### src/rtl/proc_trace_pkg.sv
// proc_trace_pkg: shared trace modes, FSM states and entry width helper.
// PROC_TRACE_TIMESTAMP_EN widens every entry by a capture timestamp.
package proc_trace_pkg;
  localparam int OPCODE_W = 6;
  localparam int VALUE_W = 8;
  localparam int MEM_W = 5;
`ifdef PROC_TRACE_TIMESTAMP_EN
  localparam bit TS_EN = 1'b1;
`else
  localparam bit TS_EN = 1'b0;
`endif
  typedef enum logic [1:0] {WRAP = 2'd0, FILL = 2'd1, TRIG = 2'd2} trace_mode_e;
  typedef enum logic [1:0] {IDLE, CAPTURE, POST, DRAIN} trace_state_e;
  function automatic int entry_w(int ow, int vw, int mw, int tw);
    return ow + vw + mw + 2 + (TS_EN ? tw : 0);
  endfunction
endpackage

### src/rtl/proc_trace_mem.sv
// proc_trace_mem: trace entry storage, one write port, combinational read, no reset.
module proc_trace_mem #(
  parameter int DEPTH = 16,
  parameter int W = 21,
  localparam int AW = $clog2(DEPTH)
) (
  input  logic          clk,
  input  logic          we,
  input  logic [AW-1:0] waddr,
  input  logic [W-1:0]  wdata,
  input  logic [AW-1:0] raddr,
  output logic [W-1:0]  rdata
);
  logic [W-1:0] mem [DEPTH];
  always_ff @(posedge clk) if (we) mem[waddr] <= wdata;
  assign rdata = mem[raddr];
endmodule

### src/rtl/proc_trace_buffer.sv
// proc_trace_buffer: circular execution trace with wrap, fill-stop and trigger capture, drained over valid/ready.
// Define PROC_TRACE_TIMESTAMP_EN to prefix each entry with a free-running cycle timestamp.
module proc_trace_buffer import proc_trace_pkg::*; #(
  parameter int OPCODE_WIDTH = OPCODE_W,
  parameter int VALUE_WIDTH = VALUE_W,
  parameter int MEM_WIDTH = MEM_W,
  parameter int DEPTH = 16,
  parameter int POST_TRIG = 4,
  parameter int TS_WIDTH = 16,
  localparam int ENTRY_W = entry_w(OPCODE_WIDTH, VALUE_WIDTH, MEM_WIDTH, TS_WIDTH),
  localparam int AW = $clog2(DEPTH),
  localparam int CW = $clog2(DEPTH + 1)
) (
  input  logic                    clk,
  input  logic                    rst,
  input  logic                    cap_valid,
  input  logic [OPCODE_WIDTH-1:0] op_code,
  input  logic [VALUE_WIDTH-1:0]  alu_out,
  input  logic [MEM_WIDTH-1:0]    dest_addr,
  input  logic [1:0]              dest_choice,
  input  logic                    arm,
  input  logic                    stop,
  input  logic [1:0]              mode,
  input  logic [OPCODE_WIDTH-1:0] trig_opcode,
  output logic                    rd_valid,
  input  logic                    rd_ready,
  output logic [ENTRY_W-1:0]      rd_data,
  output logic                    rd_last,
  output logic [CW-1:0]           count,
  output logic                    overflow,
  output logic                    busy
);
  localparam logic [CW-1:0] FULL = CW'(DEPTH);
  trace_state_e state_q, state_d;
  trace_mode_e mode_q, mode_d;
  logic [OPCODE_WIDTH-1:0] trig_q, trig_d;
  logic [AW-1:0] wr_ptr_q, wr_ptr_d, rd_ptr_q, rd_ptr_d, post_q, post_d, wr_w;
  logic [CW-1:0] count_q, count_d, rem_q, rem_d, cnt_w;
  logic ovf_q, ovf_d, rd_valid_q, rd_valid_d, rd_last_q, rd_last_d;
  logic we, trig_hit;
  logic [ENTRY_W-1:0] wdata, rdata;
`ifdef PROC_TRACE_TIMESTAMP_EN
  logic [TS_WIDTH-1:0] ts_q, ts_d;
  assign ts_d = (state_q == IDLE && arm) ? '0 : ts_q + TS_WIDTH'(1);
  always_ff @(posedge clk or negedge rst) begin
    if (!rst) ts_q <= '0;
    else ts_q <= ts_d;
  end
  assign wdata = {ts_q, op_code, alu_out, dest_choice, dest_addr};
`else
  assign wdata = {op_code, alu_out, dest_choice, dest_addr};
`endif
  assign we = cap_valid && (state_q == CAPTURE || state_q == POST);
  assign trig_hit = we && state_q == CAPTURE && mode_q == TRIG && op_code == trig_q;
  assign wr_w = we ? wr_ptr_q + AW'(1) : wr_ptr_q;
  assign cnt_w = (we && count_q != FULL) ? count_q + CW'(1) : count_q;
  always_comb begin
    state_d = state_q;
    mode_d = mode_q;
    trig_d = trig_q;
    wr_ptr_d = wr_w;
    count_d = cnt_w;
    ovf_d = ovf_q || (we && count_q == FULL);
    post_d = post_q;
    rd_ptr_d = rd_ptr_q;
    rem_d = rem_q;
    rd_valid_d = rd_valid_q;
    rd_last_d = rd_last_q;
    case (state_q)
      IDLE: if (arm) begin
        state_d = CAPTURE;
        mode_d = (mode == 2'd3) ? WRAP : trace_mode_e'(mode);
        trig_d = trig_opcode;
        wr_ptr_d = '0;
        count_d = '0;
        ovf_d = 1'b0;
      end
      CAPTURE, POST: begin
        if (stop || (mode_q == FILL && cnt_w == FULL) || (trig_hit && POST_TRIG == 0)
            || (state_q == POST && we && post_q == AW'(1)))
          state_d = DRAIN;
        else if (trig_hit)
          state_d = POST;
        post_d = trig_hit ? AW'(POST_TRIG) : (state_q == POST && we) ? post_q - AW'(1) : post_q;
        // a full buffer starts at the oldest entry, which is where the next write would land
        if (state_d == DRAIN) begin
          rd_ptr_d = (cnt_w == FULL) ? wr_w : '0;
          rem_d = cnt_w;
        end
      end
      DRAIN: if (!rd_valid_q) begin
        if (rem_q == '0) state_d = IDLE;
        else begin
          rd_valid_d = 1'b1;
          rd_last_d = rem_q == CW'(1);
        end
      end else if (rd_ready) begin
        rd_ptr_d = rd_ptr_q + AW'(1);
        rem_d = rem_q - CW'(1);
        rd_valid_d = rem_q != CW'(1);
        rd_last_d = rem_q == CW'(2);
        if (rem_q == CW'(1)) state_d = IDLE;
      end
      default: state_d = IDLE;
    endcase
  end
  always_ff @(posedge clk or negedge rst) begin
    if (!rst) begin
      state_q <= IDLE;
      mode_q <= WRAP;
      trig_q <= '0;
      wr_ptr_q <= '0;
      rd_ptr_q <= '0;
      post_q <= '0;
      count_q <= '0;
      rem_q <= '0;
      ovf_q <= 1'b0;
      rd_valid_q <= 1'b0;
      rd_last_q <= 1'b0;
    end else begin
      state_q <= state_d;
      mode_q <= mode_d;
      trig_q <= trig_d;
      wr_ptr_q <= wr_ptr_d;
      rd_ptr_q <= rd_ptr_d;
      post_q <= post_d;
      count_q <= count_d;
      rem_q <= rem_d;
      ovf_q <= ovf_d;
      rd_valid_q <= rd_valid_d;
      rd_last_q <= rd_last_d;
    end
  end
  proc_trace_mem #(.DEPTH(DEPTH), .W(ENTRY_W)) u_mem (
    .clk(clk), .we(we), .waddr(wr_ptr_q), .wdata(wdata), .raddr(rd_ptr_q), .rdata(rdata)
  );
  assign rd_valid = rd_valid_q;
  assign rd_data = rd_valid_q ? rdata : '0;
  assign rd_last = rd_last_q;
  assign count = count_q;
  assign overflow = ovf_q;
  assign busy = state_q != IDLE;
endmodule

### config.mk
export PLATFORM = sky130hd
export DESIGN_NAME = proc_trace_buffer
export DESIGN_NICKNAME = d
export VERILOG_FILES = /design/src/rtl/proc_trace_pkg.sv /design/src/rtl/proc_trace_mem.sv /design/src/rtl/proc_trace_buffer.sv
export SDC_FILE = /design/constraint.sdc
export NUM_CORES = 1
export LEC_CHECK = 0
export CAP_MARGIN = 20
export CORE_ASPECT_RATIO = 0.9
export CORE_MARGIN = 10
export CORE_UTILIZATION = 60
export CTS_BUF_LIST = sky130_fd_sc_hd__clkbuf_4 sky130_fd_sc_hd__clkbuf_8 sky130_fd_sc_hd__clkbuf_16
export DETAILED_ROUTE_END_ITERATION = 10
export GPL_ROUTABILITY_DRIVEN = 0
export GPL_TIMING_DRIVEN = 1
export PLACE_DENSITY = 0.87
export RECOVER_POWER = 50
export SYNTH_ARGS = -nofsm -noshare
export SYNTH_HDL_FRONTEND = slang
export SYNTH_HIERARCHICAL = 1
export SYNTH_SLANG_ARGS = --single-unit
### constraint.sdc
create_clock -name clk -period 6.8 [get_ports clk]
set_clock_uncertainty 0.2 [all_clocks]
set_input_delay 2.04 -clock clk [delete_from_list [all_inputs] [get_ports clk]]
set_output_delay 2.04 -clock clk [all_outputs]
set_load 0.02 [all_outputs]
Word-level counts from Yosys, hierarchy flattened
Memory sizes are Yosys's and may differ from the RTL's.
Index checks and enable logic that the tools add are counted.
Widths: inputs -> output; s select.
- multiplexer cells: 38
- add/subtract/negate cells: 5
- reductions and logical operators: 24
- equality and inequality tests: 24
- operator list (kind ; count):
    $mux 4 ; 9
    $mux 5 ; 6
    $mux 21 ; 1
    $mux 2 ; 9
    $ne 2x2->1 const B ; 6
    $eq 2x2->1 const B ; 5
    $eq 5x5->1 const B ; 2
    $mux 1 ; 10
    $pmux 5 s2 ; 1
    $logic_and 1x1->1 ; 9
    $ne 3x3->1 const B ; 3
    $add 4x1->4 const B ; 2
    $pmux 4 s2 ; 1
    $reduce_and 4->1 ; 2
    $eq 6x6->1 ; 1
    $pmux 2 s3 ; 1
    $reduce_bool 2->1 ; 3
    $add 5x1->5 const B ; 1
    $eq 5x1->1 const B ; 1
    $eq 5x2->1 const B ; 1
    $logic_not 5->1 ; 1
    $ne 5x1->1 const B ; 1
    $ne 5x5->1 const B ; 1
    $sub 5x1->5 const B ; 1
    8 further kinds ; 13
- bits in registers: 35
- word-level logic and storage cells: 103
- input port bits: 35
- memories: 1
- output and inout port bits: 30
- RAM bits: 336
- memories (memory ; words ; width ; read ports ; clocked after Yosys merged registers in ; write ports ; line ; RTL):
    u_mem.mem ; 16 ; 21 ; 1 ; 0 ; 1 ; proc_trace_mem.sv:14 ; logic [W-1:0] mem [DEPTH];

Depth between registers and ports, before layout
Gate-level depths: netlist of the first run.
- depth in word-level cells: 14
- depth in mapped cells: 10

Cells and area by module
Netlist of the first run, hierarchy kept.
- modules (own cells, without submodules) (module ; seq. area each (um2) ; cells an instance ; area each (um2) ; instances):
    proc_trace_mem ; 10089.7 ; 536 ; 12857.3 ; 1
    proc_trace_buffer ; 875.8 ; 249 ; 2317.2 ; 1

Worst setup path before layout of the first run
Ideal clock, no wire load.
- kind: input-to-reg
- from: in cap_valid
- to: mem u_mem.mem[0][0], enable pin
- stages: 4
- slack: 1924 ps
- library setup time: 425 ps
- path buffers: 0
- arrival time: 4251 ps
- data required time: 6175 ps
- cell sequence: nand2_1 -> clkinv_1 -> or3b_1 -> nor3_1
- word-level cells in the longest chain between the ends: 3
- RTL lines (what ; line ; RTL):
    start: declaration ; proc_trace_buffer.sv:16 ; input logic cap_valid,
    $logic_and 1x1->1 ; proc_trace_buffer.sv:53 ; assign we = cap_valid && (state_q == CAPTURE || state_q == POST);
    named net we ; proc_trace_buffer.sv:40 ; logic we, trig_hit;
    $mux 1 ; proc_trace_mem.sv:15 ; always_ff @(posedge clk) if (we) mem[waddr] <= wdata;
    $mux 1 (not written as such) ; proc_trace_mem.sv:15 ;
    end: declaration ; proc_trace_mem.sv:14 ;
The timed path passes the listed nets, and every way through them passes these cells.

Worst setup path after layout of the first run
- from: reg rd_ptr_q[0]
- to: out rd_data[17]
- word-level cells in the longest chain between the ends: 2
- RTL lines (what ; line ; RTL):
    start: declaration ; proc_trace_buffer.sv:37 ; logic [AW-1:0] wr_ptr_q, wr_ptr_d, rd_ptr_q, rd_ptr_d, post_q, post_d, wr_w;
    start signal: assignment ; proc_trace_buffer.sv:125 ; rd_ptr_q <= rd_ptr_d;
    $mem_v2 16x21 ; n/a ;
    named net rdata[17] ; proc_trace_buffer.sv:41 ; logic [ENTRY_W-1:0] wdata, rdata;
    $mux 21 ; proc_trace_buffer.sv:138 ; assign rd_data = rd_valid_q ? rdata : '0;
    end: declaration ; proc_trace_buffer.sv:27 ; output logic [ENTRY_W-1:0] rd_data,
The timed path passes the listed nets, and every way through them passes these cells.

==> implementation parameters, run 1 <==
Parameter                              Value

Status
  Result of the run ... finished, violations left
  Violations in the final reports ... capacitance limit, slew limit

STA
  Relative slew slack ... -27.04%
  Peak clock frequency supported by timing ... 176.1 MHz
  Final period demand of the worst path ... 5680 ps
  Slew at the pin with the worst max-slew slack ... 1906 ps
  Final critical-path share of the clock period ... 83.53%
  Number of endpoints failing setup at the final stage ... 0
  Setup TNS after final layout ... 0 ps
  Hold Violations, Final ... 0
  Count of final max-slew check failures ... 36
  Unrepaired setup endpoints after global routing ... false

Die
  Die extent in x ... 187.6 um
  Starting Density ... 60.58%
  Number of primary I/O pins ... 65
  Die footprint ... 32060 um2
  Area of the placeable core ... 25050 um2
  Number of cell rows ... 55
  Y dimension of the die ... 170.9 um

Synth
  Share of the synthesized area in the top cell type ... 66.49%
  Number of flops mapped to enable cells by yosys ... 336
  Cell count after synthesis ... 785
  Mean Syn Cell Area ... 19.33 um2
  Count of unique library cells instantiated by Yosys ... 60
  Cell types occupying the most area after synthesis ... edfxtp_1 66%, mux4_2 7.0%, mux4_1 6.4%
  Netlist Area Pre-Place ... 15170 um2
  #FFs+latches synth ... 371
  Post-synth net total ... 834
  Synth warn ... 6
  Biggest area consumer among synthesized cells ... edfxtp_1
  Leading register cell type out of synthesis ... edfxtp_1
  Share of flip-flops with an asynchronous set or reset after synthesis ... 9.434%
  Fraction of the yosys area taken by sequential cells ... 72.26%

Route
  First drt pass iteration count ... 7
  Overall via count from detail_route ... 8003
  Number of antenna-violating nets in the routed design ... 0
  Final routed wirelength across all metal layers ... 33820 um
  Detailed-route DRC error count ... 0
  Routed WL per cell ... 27.06 um
  Via count normalized by instance count ... 6.402
  Violation count after the first detailed-route iteration ... 898

Global routing
  Global-route wire length before repair ... 51030 um
  Number of antenna violations at the first check in global routing ... 2
  Number of global-route vias before repair ... 8314
  Pin count of the biggest net entering global routing ... 48
  GRT Overall Usage ... 21.26%
  Grt ovf ... 0

Power
  Sw Share ... 29.74%
  Standby leakage power ... 5.873 nW
  Net switching power ... 2.158 mW
  Reg power frac ... 41.1%
  Power per cell area ... 411.2 nW/um2
  Int Pwr ... 5.097 mW
  Maximum VDD drop ... 198.6 uV
  Fraction of power consumed by combinational cells ... 27.7%
  Clock share of power ... 31.2%

Worst setup path
  Highest fanout seen on the critical path ... 41
  Critical Path Max Stage Delay ... 840 ps
  Crit end category ... output pin
  Worst endpoint data arrival time ... 3440 ps
  Category of the worst setup path launch point ... flop
  Crit path max-delay family ... buffers and inverters
  Slowest cell on the critical path ... dfrtp_4
  Crit path kind ... reg2out
  Data required time of the critical path ... 4560 ps
  List of cells traversed by the critical path ... buf_12 > mux4_2 > a22oi_1 > nand2_1 > and2_1 > clkdlybuf4s50_1
  WP buf/inv ... 2

Finish
  Post-route standard cell area excluding fillers ... 17640 um2
  Post-synthesis to final-layout area growth ... 16.27%
  Nets ... 927
  Layout cell share with drive strength beyond 1 ... 19.51%

Clock network
  CTS Buf Count ... 37
  Post-CTS Resized ... 0
  Clock slew seen by the registers of the worst setup and hold paths ... 70 ps
  Maximum root-to-sink buffer count ... 3
  Master cell of the clock root buffer ... clkbuf_16
  Num Clock Sinks ... 371
  Clock network latency to the later pin of the worst-skew pair ... 520 ps
  TritonCTS clock tree ... built
  Maximum level of the CTS H-tree ... 2
  Number of post-CTS setup repair buffers ... 0
  Post-cts hold buffer count ... 0

Hold path
  Hold/Removal Path Class ... reg2reg

Job
  Maxcap violations ... 1

Placement
  Port bufs ... 64
  Area of placed instances ... 16260 um2
  Half-perimeter wire length of the detailed placement result ... 19020 um
[metal layers]
| layer | GRT usage (%) | wire (um) |
|---|---|---|
| met3 | 5.189 | 2970 |
| met2 | 35.48 | 17100 |
| met5 | 0 | 0 |
| met1 | 26.83 | 12770 |
| met4 | 7.748 | 976 |
[cell families after synthesis]
group                    count (synthesis)  share of synthesized area (%)
adder cells (fa/ha/maj)                 14                          1.154
AND/OR/NAND/NOR                        150                          5.145
flip-flops                             371                          72.26
buffers and inverters                   52                          2.045
multiplexers                           100                          14.52
XOR/XNOR                                12                         0.6926
AO/OA/AOI/OAI                           86                          4.181
[Yosys cell counts (4+ instances only)]
library cell and instances:
a21oi_1 6, mux4_1 37, clkbuf_1 16, inv_1 15, buf_2 8, nand3_1 11
xor2_1 6, edfxtp_1 336, mux2_2 10, nor2_1 35, mux4_2 47, nand3b_1 4
buf_1 4, a22oi_1 42, nand2b_1 4, xnor2_1 6, nand4_1 4, ha_1 14
nand2_1 35, buf_12 6, dfrtp_1 35, nor3_1 12, o21ai_0 14, and2_1 24
mux2i_1 6
[worst paths after layout]
check | from | end | slack, ps | depth (start not counted)
min | post_q[1] | post_q[1] | 320 | 2
min in group asynchronous | rst | trig_q[0] | 2400 | 2
min reg2reg | post_q[1] | post_q[1] | 320 | 2
max reg2reg | state_q[1] | u_mem/mem[3][12] | 3050 | 7
max | rd_ptr_q[0] | rd_data[17] | 1120 | 6
max in group asynchronous | rst | rd_ptr_q[1] | 2660 | 2
[power by group through the flow]
stage               combinational [mW]  sequential, mW  clock, mW
finish                            2.01            2.98       2.26
global route                      2.16            3.02       2.38
CTS                               2.02            2.99       2.29
detailed placement                2.00            3.02          0
global placement                  1.94            3.01          0
floorplan                         1.43            2.90          0
[worst reg2reg max path, cell delays in order, from the launching register on]
cell	delay, ps
dfrtp_1	420
inv_1	120
ha_1	540
nand2_1	270
clkinv_1	300
or3b_1	490
nor2_2	730
buf_4	370
[final cells by class]
type	count	area (um2)
clock buffer	45	1062
sequential	371	10970
fill	1482	7406
multi-input combinational	362	3956
inverter	17	63.81
antenna	1	2.502
tap	342	427.9
clock inverter	23	320.3
timing repair buffer	89	837.1
[registers in the layout, summed over array words and instances (netlist names), 2 cells and up]
name / count
trig_q: 6
rem_q: 5
state_q: 2
u_mem/mem: 336
rd_ptr_q: 4
post_q: 4
count: 5
mode_q: 2
wr_ptr_q: 4
[placed cells by master (no fill, tap or decap), drive strengths merged, types with 11 or more instances in the layout]
master and count:
a22oi 42, and2 24, buf 24, clkbuf 46, clkdlybuf4s50 39, clkinv 15
dfrtp 35, dlygate4sd3 25, edfxtp 336, ha 14, inv 16, mux4 84
nand2 35, nand3 11, nor2 36, nor3 12, o21ai 15
[through the flow]
stage / utilization [%] / power (mW) / hold WS, ps / worst slack, ps / cells
2_1_floorplan: - / 4.329 / 268.7 / 1924 / 785
3_3_place_gp: 64.92 / 4.942 / 293.7 / 1656 / 1181
3_5_place_dp: 64.92 / 5.022 / 307.7 / 1504 / 1181
4_1_cts: 70.44 / 7.302 / 321.6 / 1093 / 1249
5_1_grt: 70.42 / 7.555 / 357.6 / 943.3 / 1249
6_report: 70.43 / 7.255 / 323.3 / 1120 / 1250
No activity file was read; power rests on OpenSTA's default activity.
==> inputs of run 2 (changes only) <==
==> constraint.sdc (replaced) <==
create_clock -name clk -period 5.61 [get_ports clk]
set_clock_uncertainty 0.2 [all_clocks]
set_input_delay 1.683 -clock clk [delete_from_list [all_inputs] [get_ports clk]]
set_output_delay 1.683 -clock clk [all_outputs]
set_load 0.02 [all_outputs]
==> run 2 against run 1 <==
The flow still finishes with violations (capacitance limit, slew limit). Via count grew 0.62%. Sequential power grew 20%. Flip-flop and latch count is the same. Count of clock-buffer cells in the layout grew 4. Register-to-register slack lost 990 ps. Die area is the same. Hold slack lost 14 ps. Clock power grew 5%. Worst setup slack lost 550 ps. Cell area shrank 0.63%. Non-clock buffer count grew 8. Highest routed layer unchanged.
==> implementation parameters, run 2 (synthesis results as in run 1) <==
Parameter                              Value

Status
  Result of the run ... finished, violations left
  Violations in the final reports ... capacitance limit, slew limit

Worst setup path
  Slowest cell on the critical path ... dfrtp_4
  Data required time of the critical path ... 3730 ps
  List of cells traversed by the critical path ... buf_4 > mux4_2 > a22oi_1 > nand2_1 > and2_1 > clkdlybuf4s50_1
  Launch point of the worst reg-to-reg path ... state_q[0]
  Category of the worst setup path launch point ... flop
  Worst endpoint data arrival time ... 3150 ps
  Crit path kind ... reg2out
  Highest fanout seen on the critical path ... 17
  Critical Path Max Stage Delay ... 640 ps
  Crit end category ... output pin
  Setup crit start ... rd_ptr_q[0]

STA
  Final period demand of the worst path ... 5036 ps
  Count of final max-slew check failures ... 32
  Peak clock frequency supported by timing ... 198.6 MHz
  Relative slew slack ... -15.35%
  Worst path setup slack after routing ... 574.1 ps
  Setup TNS after final layout ... 0 ps
  Number of endpoints failing setup at the final stage ... 0
  Hold Violations, Final ... 0
  Slew at the pin with the worst max-slew slack ... 1730 ps
  Final critical-path share of the clock period ... 89.77%
  Hold Slack ... 308.9 ps
  Unrepaired setup endpoints after global routing ... false

Clock network
  Number of post-CTS setup repair buffers ... 0
  Post-cts hold buffer count ... 0
  Clock network latency to the later pin of the worst-skew pair ... 520 ps
  Post-CTS Resized ... 0
  TritonCTS clock tree ... built
  Master cell of the clock root buffer ... clkbuf_16
  Maximum level of the CTS H-tree ... 2
  CTS Buf Count ... 37
  Num Clock Sinks ... 371
  Clock slew seen by the registers of the worst setup and hold paths ... 60 ps
  Maximum root-to-sink buffer count ... 3

Die
  Die extent in x ... 187.6 um
  Number of primary I/O pins ... 65
  Y dimension of the die ... 170.9 um
  Number of cell rows ... 55
  Area of the placeable core ... 25050 um2
  Starting Density ... 60.58%
  Die footprint ... 32060 um2

Finish
  Max reg flops ... 336
  Largest register by flop count ... u_mem/mem
  Largest registers ... u_mem/mem x336, trig_q x6
  Commonest cells after routing, fill and taps aside ... 336 x edfxtp_1, 47 x mux4_2, 42 x a22oi_1
  Most common library cell in the layout ignoring fill and taps ... edfxtp_1
  Nets ... 935
  Final core utilization ... 69.99%
  Count of placed standard cells in the final layout, fillers left out ... 1252
  Post-route standard cell area excluding fillers ... 17530 um2
  Layout cell share with drive strength beyond 1 ... 19.25%
  Post-synthesis to final-layout area growth ... 15.53%

Global routing
  Grt ovf ... 0
  Number of global-route vias before repair ... 8399
  Global-route wire length before repair ... 50130 um
  Pin count of the biggest net entering global routing ... 40
  GRT Overall Usage ... 20.66%
  Number of antenna violations at the first check in global routing ... 1

Placement
  Port bufs ... 64
  Area of placed instances ... 16370 um2
  Placed Cells ... 1189
  Half-perimeter wire length of the detailed placement result ... 18780 um
  Setup WS pre-CTS ... 781.0 ps

Route
  First drt pass iteration count ... 5
  Final routed wirelength across all metal layers ... 32940 um
  Overall via count from detail_route ... 8053
  Number of antenna-violating nets in the routed design ... 0
  Detailed-route DRC error count ... 0
  Routed WL per cell ... 26.31 um
  Violation count after the first detailed-route iteration ... 745
  Via count normalized by instance count ... 6.432

Hold path
  Hold/Removal Path Class ... reg2reg
  Launch instance of the worst min-delay path ... overflow

Job
  Maxcap violations ... 1

Power
  Power per cell area ... 482.6 nW/um2
  Post-layout total power ... 8.460 mW
  Standby leakage power ... 5.815 nW
  Maximum VDD drop ... 267.5 uV
## run 2: area by class of cell
| cell class | count | area (um2) |
|---|---|---|
| well taps | 342 | 427.9 |
| repair buffers | 97 | 935.9 |
| clock buffers | 49 | 1057 |
| diodes | 1 | 2.502 |
| multi-input cells | 362 | 3956 |
| flip-flops and latches | 371 | 10970 |
| fillers | 1500 | 7517 |
| clock inverters | 13 | 115.1 |
| inverters | 17 | 63.81 |
## run 2: worst max-delay path, delay by kind of cell, from the launching register on
family / cells / cell delay, ps
buffers and inverters: 2 / 910
multiplexers: 1 / 550
flip-flops: 1 / 640
AND/OR/NAND/NOR: 2 / 250
AO/OA/AOI/OAI: 1 / 290
## run 2: layer usage
metal | global-route usage (%) | share of wire, %
met5 | 0 | 0
met4 | 8.965 | 3.2
met3 | 4.925 | 8.7
met2 | 33.36 | 49
met1 | 26.60 | 39
## run 2: final timing paths
check,end,slack (ps),depth (start not counted)
min in group asynchronous,count[0],1240,1
setup / recovery,rd_data[15],570,6
hold reg to reg,overflow,310,2
hold / removal,overflow,310,2
max in group asynchronous,rd_ptr_q[0],1860,2
setup reg to reg,u_mem/mem[14][20],2060,7
## run 2: where the power goes
part	internal, mW	switching, mW	total (mW)
Combinational	1.16	1.33	2.49
Clock	1.41	0.968	2.38
Sequential	3.31	0.275	3.59
==> inputs of run 3 (changes only) <==
--- a/config.mk
+++ b/config.mk
@@ -10,6 +10,7 @@
 export CORE_MARGIN = 10
 export CORE_UTILIZATION = 60
 export CTS_BUF_LIST = sky130_fd_sc_hd__clkbuf_4 sky130_fd_sc_hd__clkbuf_8 sky130_fd_sc_hd__clkbuf_16
+export CTS_CLUSTER_SIZE = 12
 export DETAILED_ROUTE_END_ITERATION = 10
 export GPL_ROUTABILITY_DRIVEN = 0
 export GPL_TIMING_DRIVEN = 1
==> run 3 against run 2 <==
The run still ends with capacitance limit, slew limit left. Sequential share of layout area rose by 0.15 points. Hold slack is essentially flat. Count of clock-buffer cells in the layout rose by 4. Combinational power hardly changed. Flip-flop and latch count stayed put. Register-to-register slack better by 20 ps. Cell count stayed put. Fmax grew 0.10%. Worst setup slack better by 5.2 ps.
==> implementation parameters, run 3 (synthesis results as in run 1) <==
Parameter                              Value

Status
  Result of the run ... finished, violations left
  Violations in the final reports ... capacitance limit, slew limit

Clock network
  Post-cts hold buffer count ... 0
  Number of post-CTS setup repair buffers ... 0
  Master cell of the clock root buffer ... clkbuf_16
  Clock network latency to the later pin of the worst-skew pair ... 520 ps
  Post-CTS Resized ... 0
  CTS Buf Count ... 38
  Maximum root-to-sink buffer count ... 3
  Clock slew seen by the registers of the worst setup and hold paths ... 60 ps
  TritonCTS clock tree ... built
  Maximum level of the CTS H-tree ... 2
  Num Clock Sinks ... 371

Finish
  Post-synthesis to final-layout area growth ... 15.25%
  Final core utilization ... 69.82%
  Count of placed standard cells in the final layout, fillers left out ... 1252
  Commonest cells after routing, fill and taps aside ... 336 x edfxtp_1, 47 x mux4_2, 42 x a22oi_1
  Filler Cell Count ... 1512
  Area of the multi-input gates ... 3956 um2
  Layout cell share with drive strength beyond 1 ... 19.47%
  Max reg flops ... 336
  Footprint of the flip-flops and latches ... 10970 um2
  Nets ... 936
  Largest register by flop count ... u_mem/mem
  Largest registers ... u_mem/mem x336, trig_q x6
  Most common library cell in the layout ignoring fill and taps ... edfxtp_1

Route
  Violation count after the first detailed-route iteration ... 787
  Final routed wirelength across all metal layers ... 32800 um
  Routed WL per cell ... 26.19 um
  First drt pass iteration count ... 5
  Overall via count from detail_route ... 8025
  Number of antenna-violating nets in the routed design ... 0
  Detailed-route DRC error count ... 0
  Via count normalized by instance count ... 6.410

Global routing
  Number of antenna violations at the first check in global routing ... 1
  Met2 capacity usage during global routing ... 33.79%
  GR peak layer ... met2
  Met1 track utilization from global routing ... 26.24%
  Grt ovf ... 0
  Met3 usage in global routing ... 4.457%
  Global-route wire length before repair ... 49550 um
  Number of global-route vias before repair ... 8378
  Pin count of the biggest net entering global routing ... 40
  GRT Overall Usage ... 20.33%

Worst setup path
  Data required time of the critical path ... 3730 ps
  Crit end category ... output pin
  Count of cells along the worst register-to-register path ... 7
  Worst endpoint data arrival time ... 3150 ps
  Crit path kind ... reg2out
  Category of the worst setup path launch point ... flop
  Highest fanout seen on the critical path ... 17

Placement
  Half-perimeter wire length of the detailed placement result ... 18780 um
  Placed Cells ... 1189
  Port bufs ... 64

Power
  Standby leakage power ... 5.801 nW
  Post-layout total power ... 8.394 mW
  Power per cell area ... 479.9 nW/um2
  Maximum VDD drop ... 304.9 uV

Job
  Maxcap violations ... 1

Die
  Y dimension of the die ... 170.9 um
  Area of the placeable core ... 25050 um2
  Starting Density ... 60.58%
  Number of cell rows ... 55
  Die extent in x ... 187.6 um
  Die footprint ... 32060 um2
  Number of primary I/O pins ... 65

STA
  Unrepaired setup endpoints after global routing ... false
  Setup TNS after final layout ... 0 ps
  Peak clock frequency supported by timing ... 198.8 MHz
  Hold Violations, Final ... 0
  Hold Slack ... 308.7 ps
  Count of final max-slew check failures ... 32
  Final period demand of the worst path ... 5031 ps
  Number of endpoints failing setup at the final stage ... 0
  Relative slew slack ... -13.35%
  Final critical-path share of the clock period ... 89.68%
  Slew at the pin with the worst max-slew slack ... 1700 ps

Hold path
  Hold/Removal Path Class ... reg2reg
  Number of instances on the worst hold path ... 2
==> run 3: cell types whose count changed in the layout (fill, tap and decap cells not counted) <==
cell	previous run	this run
inv_6	1	2
clkbuf_16	39	38
clkinv_1	7	5
clkbuf_4	9	14
clkinv_2	4	3
clkinvlp_4	1	0
bufinv_16	2	0
clkinv_8	0	1
==> run 3: where the power goes <==
part	switching, mW	internal [mW]
Sequential	0.271	3.31
Clock	0.963	1.33
Combinational	1.35	1.16
==> run 3: final cells by class <==
class                           count  area share [%]
Multi-Input combinational cell    362           22.62
Sequential cell                   371           62.74
Timing Repair Buffer               97           5.351
Clock buffer                       53           6.117
Inverter                           17          0.3649
Clock inverter                      9          0.3434
Tap cell                          342           2.447
Antenna cell                        1         0.01431
==> run 3: path summary, 6_finish.rpt <==
check,start,end,slack (ps)
worst max-delay path,rd_ptr_q[0],rd_data[15],580
worst min-delay path,overflow,overflow,310
worst max register to register,state_q[0],u_mem/mem[14][1],2080
worst min register to register,overflow,overflow,310
max in group asynchronous,rst,rd_ptr_q[0],1910
min in group asynchronous,rst,count[0],1230
==> run 3: stage by stage <==
step | cell area (um2) | setup WS (ps)
CTS | 17500 | 535.2
detailed placement | 16370 | 781.0
floorplan | 15170 | 1091
global placement | 16370 | 896.3
finish | 17490 | 579.2
global route | 17490 | 401.1
==> run 3: worst max-delay path, cell delays in order, from the launching register on <==
cell,delay [ps]
dfrtp_4,640
buf_4,360
mux4_1,590
a22oi_1,240
nand2_1,90
and2_1,160
clkdlybuf4s50_1,540
==> run 3: routing by layer <==
layer	wire length, um	vias to the layer above
li1	-	3413
met1	12760	4145
met2	16430	399
met3	2731	68
met4	872	0
met5	0	-
